File: config.mk
export PLATFORM = sky130hd
export DESIGN_NAME = xorshift
export DESIGN_NICKNAME = d
export VERILOG_FILES = /design/src/rtl/xorshift_pkg.sv /design/src/rtl/xorshift128_step.sv /design/src/rtl/xorshift.sv
export SDC_FILE = /design/constraint.sdc
export NUM_CORES = 1
export LEC_CHECK = 0
export ABC_CLOCK_PERIOD_IN_PS = 12100
export CORE_ASPECT_RATIO = 2
export CORE_UTILIZATION = 50
export CTS_BUF_LIST = sky130_fd_sc_hd__clkbuf_8 sky130_fd_sc_hd__clkbuf_16
export CTS_CLUSTER_SIZE = 16
export DETAILED_ROUTE_END_ITERATION = 10
export HOLD_SLACK_MARGIN = 0.1
export PLACE_DENSITY = 0.82
export SLEW_MARGIN = 20
export SYNTH_ARGS = -nofsm -noshare
export SYNTH_HDL_FRONTEND = slang
export SYNTH_HIERARCHICAL = 1
export SYNTH_SLANG_ARGS = --single-unit
export TNS_END_PERCENT = 10
File: constraint.sdc
create_clock -name clk -period 12.1 [get_ports clk]
set_input_delay 1.815 -clock clk [delete_from_list [all_inputs] [get_ports clk]]
set_output_delay 1.815 -clock clk [all_outputs]
set_load 0.01 [all_outputs]
File: src/rtl/xorshift_pkg.sv
// xorshift_pkg: shared word type, default seeds and shift constants for xorshift128
package xorshift_pkg;
   typedef logic [31:0] word_t;
   localparam word_t DEF_X = 32'd123456789;
   localparam word_t DEF_Y = 32'd362436069;
   localparam word_t DEF_Z = 32'd521288629;
   localparam word_t DEF_W = 32'd88675123;
   localparam int SH_A = 11;
   localparam int SH_B = 8;
   localparam int SH_C = 19;
endpackage

File: src/rtl/xorshift128_step.sv
// xorshift128_step: combinational next-state of the 128-bit {x,y,z,w} state
module xorshift128_step import xorshift_pkg::*; (
   input  logic [127:0] s,
   output logic [127:0] n
);
   word_t t;
   assign t = s[127:96] ^ (s[127:96] << SH_A);
   assign n = {s[95:0], s[31:0] ^ (s[31:0] >> SH_C) ^ t ^ (t >> SH_B)};
endmodule

File: src/rtl/xorshift.sv
// xorshift: free-running xorshift128 generator with scaled output
module xorshift import xorshift_pkg::*; #(
   parameter word_t SEED_X = DEF_X,
   parameter word_t SEED_Y = DEF_Y,
   parameter word_t SEED_Z = DEF_Z,
   parameter word_t SEED_W = DEF_W,
   parameter int    RANGE  = 6
) (
   input  logic        clk,
   input  logic        rst,
   output word_t       rand_word,
   output logic [15:0] rand_range,
   output logic        valid
);
   localparam bit    ZS = (SEED_X | SEED_Y | SEED_Z | SEED_W) == 32'd0;
   localparam word_t SX = ZS ? DEF_X : SEED_X;
   localparam word_t SY = ZS ? DEF_Y : SEED_Y;
   localparam word_t SZ = ZS ? DEF_Z : SEED_Z;
   localparam word_t SW = ZS ? DEF_W : SEED_W;
   word_t x, y, z, w;
   logic [127:0] nxt;
   logic [47:0] prod;
   xorshift128_step u_step (.s({x, y, z, w}), .n(nxt));
   // advance the state every cycle; reset loads the seeds without a clock
   always_ff @(posedge clk or posedge rst)
      if (rst) {x, y, z, w} <= {SX, SY, SZ, SW};
      else {x, y, z, w} <= nxt;
   // valid marks that w no longer holds the seed
   always_ff @(posedge clk or posedge rst)
      if (rst) valid <= 1'b0;
      else valid <= 1'b1;
   assign prod = {16'd0, w} * 48'(RANGE);
   assign rand_word = w;
   assign rand_range = prod[47:32];
endmodule

* Yosys cells after proc, flatten, opt, wreduce, memory -nomap -nowiden
Cells that the tools add are included.
** Cells by class
- Bitwise logic cells :: 4
- Multipliers :: 1
** Operators with widths (number)
- XOR 32 bit :: 2
- multiplier 32 x 2 -> 34 bit, second input constant :: 1
- XOR 32 x 13 -> 32 bit :: 1
- XOR 32 x 24 -> 32 bit :: 1
** Storage, ports and cells
- Input bits :: 2
- Output and inout port bits :: 49
- Flip-flop bits (word level) :: 129
- Logic and storage cells :: 10

* Logic depth before layout (Yosys ltp)
Gate-level depths: netlist of run 1.
- Depth in word-level cells :: 3
- Gate-level depth with buffers :: 7
- Gate-level depth less buffers :: 7

* Modules after synthesis
Netlist of run 1, hierarchy kept.
** Modules (own cells, without submodules)
- xorshift :: cells each 247, area each 4254.1 sq um, seq. area each 3304.4 sq um, times used 1
- xorshift128_step :: cells each 169, area each 1651.6 sq um, seq. area each 0.0 sq um, times used 1

* Worst setup path after synthesis of run 1
No wires, ideal clock.
- Kind :: flip-flop to output port
- From :: register w[22], in the netlist rand_word[22]
- To :: output rand_range[1]
- Required time :: 10285 ps
- Arrival time :: 2100 ps
- Path buffers :: 0
- Slack :: 8185 ps
- Stages on the path, launching flop included :: 8
- Path through :: dfstp_2 > ha_1 > and3_1 > a221o_1 > a211oi_2 > o21bai_1 > a221oi_2 > xnor2_1
** On the way
- Cells in the longest elaborated chain, start to end :: 1
** RTL lines
- start: declaration :: line xorshift.sv:20 : word_t x, y, z, w;
- start signal: assignment :: line xorshift.sv:26 : if (rst) {x, y, z, w} <= {SX, SY, SZ, SW};
- start signal: assignment :: line xorshift.sv:27 : else {x, y, z, w} <= nxt;
- multiplier 32 x 2 -> 34 bit :: line xorshift.sv:32 : assign prod = {16'd0, w} * 48'(RANGE);
- end: declaration :: line xorshift.sv:12 : output logic [15:0] rand_range,
Every way passes these cells.

* Worst setup path in the final report of run 1
- From :: register w[4], in the netlist rand_word[4]
- To :: output rand_range[0]
Same word-level chain as after synthesis.

==> results of run 1 <==
==> critical path, stage by stage (launching register included) <==
cell and delay, ns:
dfstp_2 0.61, ha_1 0.27, a21oi_1 0.17, o21ai_0 0.11, a211oi_1 0.35, o21ai_0 0.19
a311oi_1 0.37, xnor2_1 0.17, clkdlybuf4s50_1 0.56
==> final cells by class <==
cell class                 count  area share [%]
clock buffer                  21           7.694
clock inverter                10           1.182
inverter                       5          0.3406
multi-input combinational    185           28.97
sequential                   129           52.92
tap                          142           2.845
timing repair buffer          38           6.051
==> per-layer routing <==
| metal | up-vias | routed length (µm) |
|---|---|---|
| li1 | 1200 | - |
| met1 | 1319 | 3726 |
| met2 | 84 | 4911 |
| met3 | 29 | 351 |
| met4 | 0 | 444 |
| met5 | - | 0 |
==> logic make-up (layout without fill, tap and decap cells) <==
logic type,count (synthesis),in the layout,share of synthesized area (%)
adder cells (fa/ha/maj),32,32,6.780
AO/OA/AOI/OAI,39,39,4.640
other,2,14,0.1272
buffers and inverters,114,74,14.17
XOR/XNOR,75,75,16.06
flip-flops,129,129,55.95
AND/OR/NAND/NOR,25,25,2.267
==> sequential cells by signal (all words and copies together), names as in the netlist <==
register   flops
valid          1
rand_word     32
y             32
z             32
x             32
==> worst max-delay path by stage <==
stage,startpoint,end,slack [ns],depth (start not counted)
after floorplan,rst,rand_word[10],6.94,1
after global placement,rand_word[22],rand_range[1],7.63,8
after detailed placement,rand_word[22],rand_range[1],7.60,8
after CTS,rand_word[4],rand_range[0],7.11,8
after global routing,rand_word[4],rand_range[0],6.89,8
final,rand_word[4],rand_range[0],7.09,8
==> metrics by stage <==
step	util, %	instances	setup slack [ns]	hold slack, ns
after detailed placement	49.81	499	7.600	0.3347
after CTS	54.67	530	7.106	0.3418
after global placement	49.81	499	7.626	0.3317
final	54.67	530	7.090	0.3400
after global routing	54.67	530	6.893	0.3484
after floorplan	-	428	6.945	0.4194
==> power breakdown <==
group	internal, W	total (W)	switching, W
sequential	0.000433	0.000433	0.0000000556
combinational	0.000000835	0.0000105	0.00000966
clock	0.000298	0.000468	0.000170
==> cell usage after synthesis <==
master / n / area, µm²
buf_4: 109 / 818.3
dfrtp_1: 68 / 1702
dfstp_2: 61 / 1603
xnor2_1: 37 / 324.1
ha_1: 32 / 400.4
xnor3_1: 19 / 427.9
xor2_1: 17 / 148.9
a21oi_1: 11 / 55.05
nand2_1: 6 / 22.52
inv_1: 5 / 18.77
nand3_1: 5 / 25.02
o21ai_0: 5 / 25.02
a211oi_1: 4 / 30.03
and3_1: 4 / 25.02
o211ai_1: 4 / 30.03
a21o_1: 3 / 22.52
nor2_1: 3 / 11.26
conb_1: 2 / 7.510
o21bai_1: 2 / 15.01
xor3_1: 2 / 47.55
a2111oi_0: 1 / 8.760
a211o_1: 1 / 8.760
a211oi_2: 1 / 12.51
a21o_2: 1 / 8.760
a221o_1: 1 / 10.01
a221oi_2: 1 / 15.01
a22oi_1: 1 / 7.510
a311o_1: 1 / 10.01
a311oi_1: 1 / 8.760
and3_2: 1 / 7.510
and4_1: 1 / 8.760
nand3_2: 1 / 10.01
nand4_1: 1 / 6.260
nor3_1: 1 / 5.000
nor4_1: 1 / 6.260
o22ai_1: 1 / 6.260
or2_2: 1 / 6.260
==> results.md, run 1 <==
- Area Overhead vs Synth: 5.742%
- CTS resizes: 0
- F_max: 0.1996 GHz
- Worst hold-check path type: flip-flop to flip-flop
- Most used routing layer: met2
- Final Max Slew Viols: 0
- Final setup viols: 0
- Post-CTS setup buffer count: 0
- Max IR drop VDD: 109.7 µV
- Critical path type: flip-flop to output port
- Area after DPL: approximately 0.0057 mm²
- Final min period: 5.010 ns
- Register area: 0.003304 mm²
- Design area: ~0.0062 mm²
- Vias per std cell: 4.966
- Worst EP required: roughly 10 ns
- Unique masters post-synth: 37
- Initial antenna violation count: 0
- Share of layout cells above drive strength 1: 24.48%
- Commonest non-fill, non-tap cells in the layout: dfrtp_1, dfstp_2, xnor2_1, clkdlybuf4s50_1, ha_1
- Final hold viol count: 0
- Overall power: 0.0009115 W
- Reg2Reg Depth: 2
- GRT overflow: 0
- CORE AREA: 0.01142 mm²
- Worst EP arrival: about 3.2 ns
- N_diodes: 0
- Worst skew pair latency: 0.41 ns
- Starting density of the core: 51.70%
- H-tree depth: 4
- Total CTS buffers: 17
- Pwr/cell area: 146.0 mW/mm²
- Routed Antenna Nets: 0
- Worst slew pin tran: 0.8770 ns
- R2r startpoint: x[8]
- Syn avg cell area: 14.20 µm²
- CTS clk-pin slew, worst paths: 0.05 ns
- Routed wire length: 9432 µm
- RSZ-0062 raised after global routing: false
- Rows: 55
- Global-route wire length before repair: 15110 µm
- Critical path fanouts, max: 5
- YS warnings: 6
- Die Width: 78.85 µm
- Global-route met2 utilization: ~29%
- Syn Std Cell Area: between 0.005 and 0.006 mm²
- Hold_sp: y[30]
- CP endpoint kind: output port
- R2R Setup Slk: roughly 11 ns
- Iteration-0 DRC Markers: 95
- 1st-pass router iterations: 4
- GRT met1 Usage: 19.16%
- CTS tree: yes
- Max Cap Violations: 0
- CTS Sinks: 129
- Clock Skew: ~0.0055 ns
- Final nets: 410
- Most common cell after layout, fill and taps aside: dfrtp_1
- Die area: 0.01228 mm²
- Static leakage: 3.004 nW
- Number of fill cells: 944
- Hold-fix buffers, CTS: 0
- Slew Limit Headroom: 41.53%
- Multi-input gate area: 0.001809 mm²
- Post-synthesis sequential element count: 129
- Fin crit share: 41.41%
- Clock root cell: clkbuf_16
- TNS Setup: 0 ns
- Largest net degree at the start of global routing: 77
- Wire per inst: 17.80 µm
- Hold EP: x[30]
- Worst flop-to-flop path endpoint: rand_word[11]
- Hold depth: 0
- IO Port Bufs: 37
- Post-DP HPWL: 6462 µm
- DR DRC count: 0
- CP startpoint kind: flip-flop
- Met3 Use GR: 5.205%
- Seq/Total Area, Yosys: 55.95%
- Routability cong.: 0.8687
- Status: finished, final reports clean
- Die Span Y: 155.7 µm
- Mapped Cells: about 420
- Vias post-DR: 2632
- Max Buffers Root-to-Sink: 2
- Global-route usage over all layers: around 17%
- Top-Level Pins: 51
- Vias in the first global route: 2862
Power figures use the tool's default switching activity.
==> inputs of run 2 (changes only) <==
--- a/config.mk
+++ b/config.mk
@@ -5,7 +5,7 @@
 export SDC_FILE = /design/constraint.sdc
 export NUM_CORES = 1
 export LEC_CHECK = 0
-export ABC_CLOCK_PERIOD_IN_PS = 12100
+export ABC_CLOCK_PERIOD_IN_PS = 5190
 export CORE_ASPECT_RATIO = 2
 export CORE_UTILIZATION = 50
 export CTS_BUF_LIST = sky130_fd_sc_hd__clkbuf_8 sky130_fd_sc_hd__clkbuf_16
==> constraint.sdc (replaced) <==
create_clock -name clk -period 5.19 [get_ports clk]
set_input_delay 0.7785 -clock clk [delete_from_list [all_inputs] [get_ports clk]]
set_output_delay 0.7785 -clock clk [all_outputs]
set_load 0.01 [all_outputs]
==> run 2 against run 1 <==
  * Via count increased by 2.4%
  * Sequential power increased by 130%
  * Hold slack improved by 0.0022 ns
  * First-iteration DRC count rose by 38%
  * Design area up 1.1%
  * Final cell count grew 0.19%
  * Sequential cell count unchanged
  * Routed wire length shrank 1.0%
  * Core utilization rose by 0.59 points
  * Register-to-register slack got worse by 6.9 ns
  * Critical endpoint unchanged
  * Largest cell class unchanged
==> results.md, run 2 (same netlist as run 1, synthesis figures left out) <==
- Vias post-DR: 2696
- Initial antenna violation count: 0
- CTS clk-pin slew, worst paths: ~0.050 ns
- Worst EP arrival: 3.21 ns
- Hold depth: 0
- Number of fill cells: 902
- Die Span Y: about 160 µm
- CTS resizes: 0
- Critical path fanouts, max: 5
- CTS tree: yes
- Max IR drop VDD: about 310 µV
- 1st-pass router iterations: 4
- Clock root cell: clkbuf_16
- Worst hold-check path type: flip-flop to flip-flop
- CTS Sinks: 129
- TNS Setup: 0 ns
- Area after DPL: about 0.0057 mm²
- Final nets: 411
- Wire per inst: 17.59 µm
- Global-route usage over all layers: around 18%
- Max Buffers Root-to-Sink: 2
- Pwr/cell area: 356.3 mW/mm²
- Routability cong.: just under 0.9
- Global-route wire length before repair: ~15000 µm
- Post-DP HPWL: 6669 µm
- Worst slew pin tran: 0.8536 ns
- Most common cell after layout, fill and taps aside: dfrtp_1
- Final setup viols: 0
- Area Overhead vs Synth: 6.886%
- Vias in the first global route: 2974
- Final Max Slew Viols: 0
- CP endpoint kind: output port
- Design area: 0.006312 mm²
- Die area: roughly 0.012 mm²
- Slew Limit Headroom: a little over two fifths
- Routed wire length: ~9300 µm
- N_diodes: 0
- Rows: 55
- Final hold viol count: 0
- Final min period: 3.987 ns
- CP startpoint kind: flip-flop
- Clock Skew: 0.006704 ns
- Status: finished, final reports clean
- F_max: 0.2508 GHz
- Commonest non-fill, non-tap cells in the layout: dfrtp_1, dfstp_2, xnor2_1, clkdlybuf4s50_1, ha_1
- Iteration-0 DRC Markers: 131
- H-tree depth: 4
- Reg2Reg Depth: 2
- IO Port Bufs: 37
- Share of layout cells above drive strength 1: approximately 26%
- Routed Antenna Nets: 0
- Top-Level Pins: slightly above 50
- Hold-fix buffers, CTS: 0
- RSZ-0062 raised after global routing: false
- Fin crit share: 76.83%
- Vias per std cell: 5.077
- CORE AREA: approximately 0.011 mm²
- Max Cap Violations: 0
- GRT overflow: 0
- Worst EP required: about 4.4 ns
- Static leakage: between 3 and 4 nW
- Post-CTS setup buffer count: 0
- Starting density of the core: 51.70%
- Worst skew pair latency: 0.42 ns
- Fin util: 55.26%
- Total CTS buffers: 17
- Critical path type: flip-flop to output port
- DR DRC count: 0
- Die Width: 78.85 µm
- Largest net degree at the start of global routing: 72
-- run 2: layer usage --
metal / GRT usage, % / wire length, µm / vias up
met3: 6.140 / 413 / 36
met1: 18.94 / 3554 / 1369
li1: - / - / 1198
met5: 0 / 0 / -
met2: 28.57 / 4868 / 93
met4: 12.12 / 501 / 0
-- run 2: final timing paths --
check                             start  slack, ns             to
setup / recovery           rand_word[4]       1.20  rand_range[0]
hold / removal                    z[29]       0.34          y[29]
setup reg to reg                   x[8]       3.87  rand_word[11]
hold reg to reg                   z[29]       0.34          y[29]
max in group asynchronous           rst       3.30          x[25]
min in group asynchronous           rst       0.89          valid
-- run 2: power by group --
part	total [W]	switching [W]	internal [W]
clock	0.00121	0.000415	0.000799
sequential	0.00101	0.0000000758	0.00101
combinational	0.0000255	0.0000230	0.00000245
total	0.00225	0.000438	0.00181
-- run 2: critical path: stages, from the launching register on --
cell             delay, ns
dfstp_2               0.60
ha_1                  0.27
a21oi_1               0.15
o21ai_0               0.10
a211oi_1              0.36
o21ai_0               0.20
a311oi_1              0.38
xnor2_1               0.16
clkdlybuf4s50_1       0.56
-- run 2: through the flow --
step,total power [W],setup WS [ns],std cells,hold WS (ns)
after floorplan,0.001051,1.071,428,0.4194
after detailed placement,0.001052,1.693,500,0.3347
after global routing,0.002330,0.9573,531,0.3515
final,0.002249,1.203,531,0.3422
after CTS,0.002280,1.207,531,0.3404
after global placement,0.001051,1.753,500,0.3312
-- run 2: layout make-up --
cell class	count	area, µm²	area share [%]
sequential	129	3304	52.35
multi-input combinational	185	1809	28.66
clock buffer	21	480.5	7.612
timing repair buffer	39	385.4	6.105
tap	142	177.7	2.815
clock inverter	10	133.9	2.121
inverter	5	21.27	0.3370
==> inputs of run 3 (changes only) <==
--- a/config.mk
+++ b/config.mk
@@ -5,7 +5,7 @@
 export SDC_FILE = /design/constraint.sdc
 export NUM_CORES = 1
 export LEC_CHECK = 0
-export ABC_CLOCK_PERIOD_IN_PS = 5190
+export ABC_CLOCK_PERIOD_IN_PS = 3800
 export CORE_ASPECT_RATIO = 2
 export CORE_UTILIZATION = 50
 export CTS_BUF_LIST = sky130_fd_sc_hd__clkbuf_8 sky130_fd_sc_hd__clkbuf_16
==> constraint.sdc (replaced) <==
create_clock -name clk -period 3.8 [get_ports clk]
set_input_delay 0.57 -clock clk [delete_from_list [all_inputs] [get_ports clk]]
set_output_delay 0.57 -clock clk [all_outputs]
set_load 0.01 [all_outputs]
==> run 3 against run 2 <==
  * Via count shrank 0.41%
  * Clock skew fell by 0.0014 ns
  * Worst setup slack got worse by 1.0 ns
  * Combinational power increased by 37%
  * Power rose by 31%
  * Clock power up 26%
  * Register-to-register slack got worse by 1.4 ns
  * Core utilization down 0.18 points
  * Routed wire length up 2.5%
  * Design area shrank 0.32%
  * Critical path type unchanged
  * Critical endpoint unchanged
  * Largest cell class unchanged
  * Highest routed layer unchanged
==> results.md, run 3 (same netlist as run 1, synthesis figures left out) <==
- Crit path max-delay family: compound AO/OA/AOI/OAI gates
- Largest net degree at the start of global routing: 110
- Critical path fanouts, max: 5
- Die area: 0.01228 mm²
- Multi-input gate area: approximately 0.0018 mm²
- Critical path type: flip-flop to output port
- TNS Setup: 0 ns
- Post-CTS setup buffer count: 0
- Final min period: 3.610 ns
- Max incr delay on CP: 0.60 ns
- Most common cell after layout, fill and taps aside: dfrtp_1
- Net Switching: between 0.0005 and 0.0006 W
- R2r startpoint: x[8]
- Routed wire length: 9569 µm
- CTS resizes: 0
- Max Cap Violations: 0
- Number of fill cells: slightly above 900
- Worst slew pin tran: 0.5382 ns
- Starting density of the core: 51.70%
- Post-DP HPWL: about 6400 µm
- Total CTS buffers: 17
- Worst EP required: 3.23 ns
- Worst EP arrival: 3.04 ns
- F_max: 0.2770 GHz
- Routability cong.: a little over 0.9
- N_diodes: 0
- Area Overhead vs Synth: 6.547%
- Top-Level Pins: 51
- Vias per std cell: 5.047
- Routed Antenna Nets: 0
- GRT overflow: 0
- Rows: 55
- Initial antenna violation count: 0
- Wire per inst: 17.99 µm
- DR DRC count: 0
- Worst skew pair latency: 0.41 ns
- Switching portion of total power: between 20% and 30%
- Hold-fix buffers, CTS: 0
- WP buf/inv: 1
- 1st-pass router iterations: 4
- Vias post-DR: 2685
- Die Width: 78.85 µm
- Vias in the first global route: 2966
- Part of the power in registers: between 40% and 50%
- Static leakage: 3.031 nW
- Clock power share: roughly half
- Worst hold-check path type: flip-flop to flip-flop
- Fin crit share: 94.99%
- Global-route wire length before repair: 15590 µm
- Final nets: 411
- Cells after DPL: 500
- Slew Limit Headroom: 64.12%
- Final hold viol count: 0
- CP Launch Point: rand_word[4]
- Final Max Slew Viols: 0
- Die Span Y: ~160 µm
- Register area: 0.003304 mm²
- CP startpoint kind: flip-flop
- CORE AREA: 0.01142 mm²
- Share of layout cells above drive strength 1: 25.90%
- CP endpoint kind: output port
- Global-route usage over all layers: 17.78%
- Fin cells: approximately 530
- Critical-path cell list: ha_1 > a21oi_1 > o21ai_0 > a211oi_1 > o21ai_1 > a311oi_2 > xnor2_1 > clkdlybuf4s50_1
- Max IR drop VDD: approximately 350 µV
- CTS Sinks: roughly 130
- Status: finished, final reports clean
- Slowest CP cell: dfstp_2
- CTS clk-pin slew, worst paths: around 0.06 ns
- Commonest non-fill, non-tap cells in the layout: dfrtp_1, dfstp_2, xnor2_1, clkdlybuf4s50_1, ha_1
- CTS tree: yes
- Final setup viols: 0
- IO Port Bufs: 37
- Pwr/cell area: 467.3 mW/mm²
- Hold_sp: z[31]
- Final hold slack: 0.3452 ns
- Clock Skew: 0.005269 ns
- Int Power: between 0.002 and 0.0025 W
- Max Buffers Root-to-Sink: 2
- Iteration-0 DRC Markers: 135
- Clock root cell: clkbuf_16
- H-tree depth: 4
- Design area: 0.006292 mm²
- RSZ-0062 raised after global routing: false
- Combinational share of power: 1.2%
- Area after DPL: 0.005712 mm²
==> run 3: changes by cell type in the layout (fill, tap and decap cells not counted), sizes merged <==
cell | previous run | this run
clkdlybuf4s50 | 37 | 36
clkbuf | 21 | 18
bufinv | 3 | 2
dlymetal6s2s | 0 | 1
inv | 6 | 7
clkinv | 2 | 7
clkinvlp | 4 | 3
==> run 3: worst paths after layout <==
path / to / slack [ns] / depth (start not counted)
hold reg to reg: y[31] / 0.35 / 0
max in group asynchronous: y[17] / 2.40 / 3
setup / recovery: rand_range[0] / 0.19 / 8
min in group asynchronous: x[27] / 0.53 / 2
setup reg to reg: rand_word[11] / 2.45 / 2
hold / removal: y[31] / 0.35 / 0
==> run 3: worst register-to-register path: stages (launching register included) <==
cell,delay [ns]
dfstp_2,0.58
xnor2_1,0.19
xnor3_1,0.46
==> run 3: final cells by class <==
type                            instances  share of cell area (%)
Clock inverter                         14                   1.988
Clock buffer                           18                   6.980
Sequential cell                       129                   52.52
Multi-Input combinational cell        185                   28.97
Tap cell                              142                   2.824
Timing Repair Buffer                   39                   6.363
Inverter                                5                  0.3579
==> run 3: power groups by stage <==
| stage | combinational, W | clock, W | sequential, W |
|---|---|---|---|
| after floorplan | 0.0000352 | 0 | 0.00140 |
| after global placement | 0.0000358 | 0 | 0.00140 |
| after detailed placement | 0.0000370 | 0 | 0.00140 |
| after CTS | 0.0000368 | 0.00157 | 0.00138 |
| after global routing | 0.0000418 | 0.00163 | 0.00138 |
| final | 0.0000350 | 0.00153 | 0.00138 |
==> run 3: per-layer routing <==
metal	share of wire (%)	up-vias	global-route usage, %
met1	37	1375	19.49
met3	5.0	26	5.789
met2	54	91	29.98
met5	0	-	0
li1	-	1193	-
met4	3.9	0	9.870
==> run 3: metrics by stage <==
| step | power (W) | setup WS [ns] | utilization, % |
|---|---|---|---|
| CTS | 0.002982 | 0.04057 | 54.94 |
| global placement | 0.001436 | 0.5732 | 50.00 |
| floorplan | 0.001436 | 1.130 | - |
| finish | 0.002940 | 0.1905 | 55.08 |
| global route | 0.003054 | 0.03471 | 55.08 |
| detailed placement | 0.001437 | 0.5323 | 50.00 |
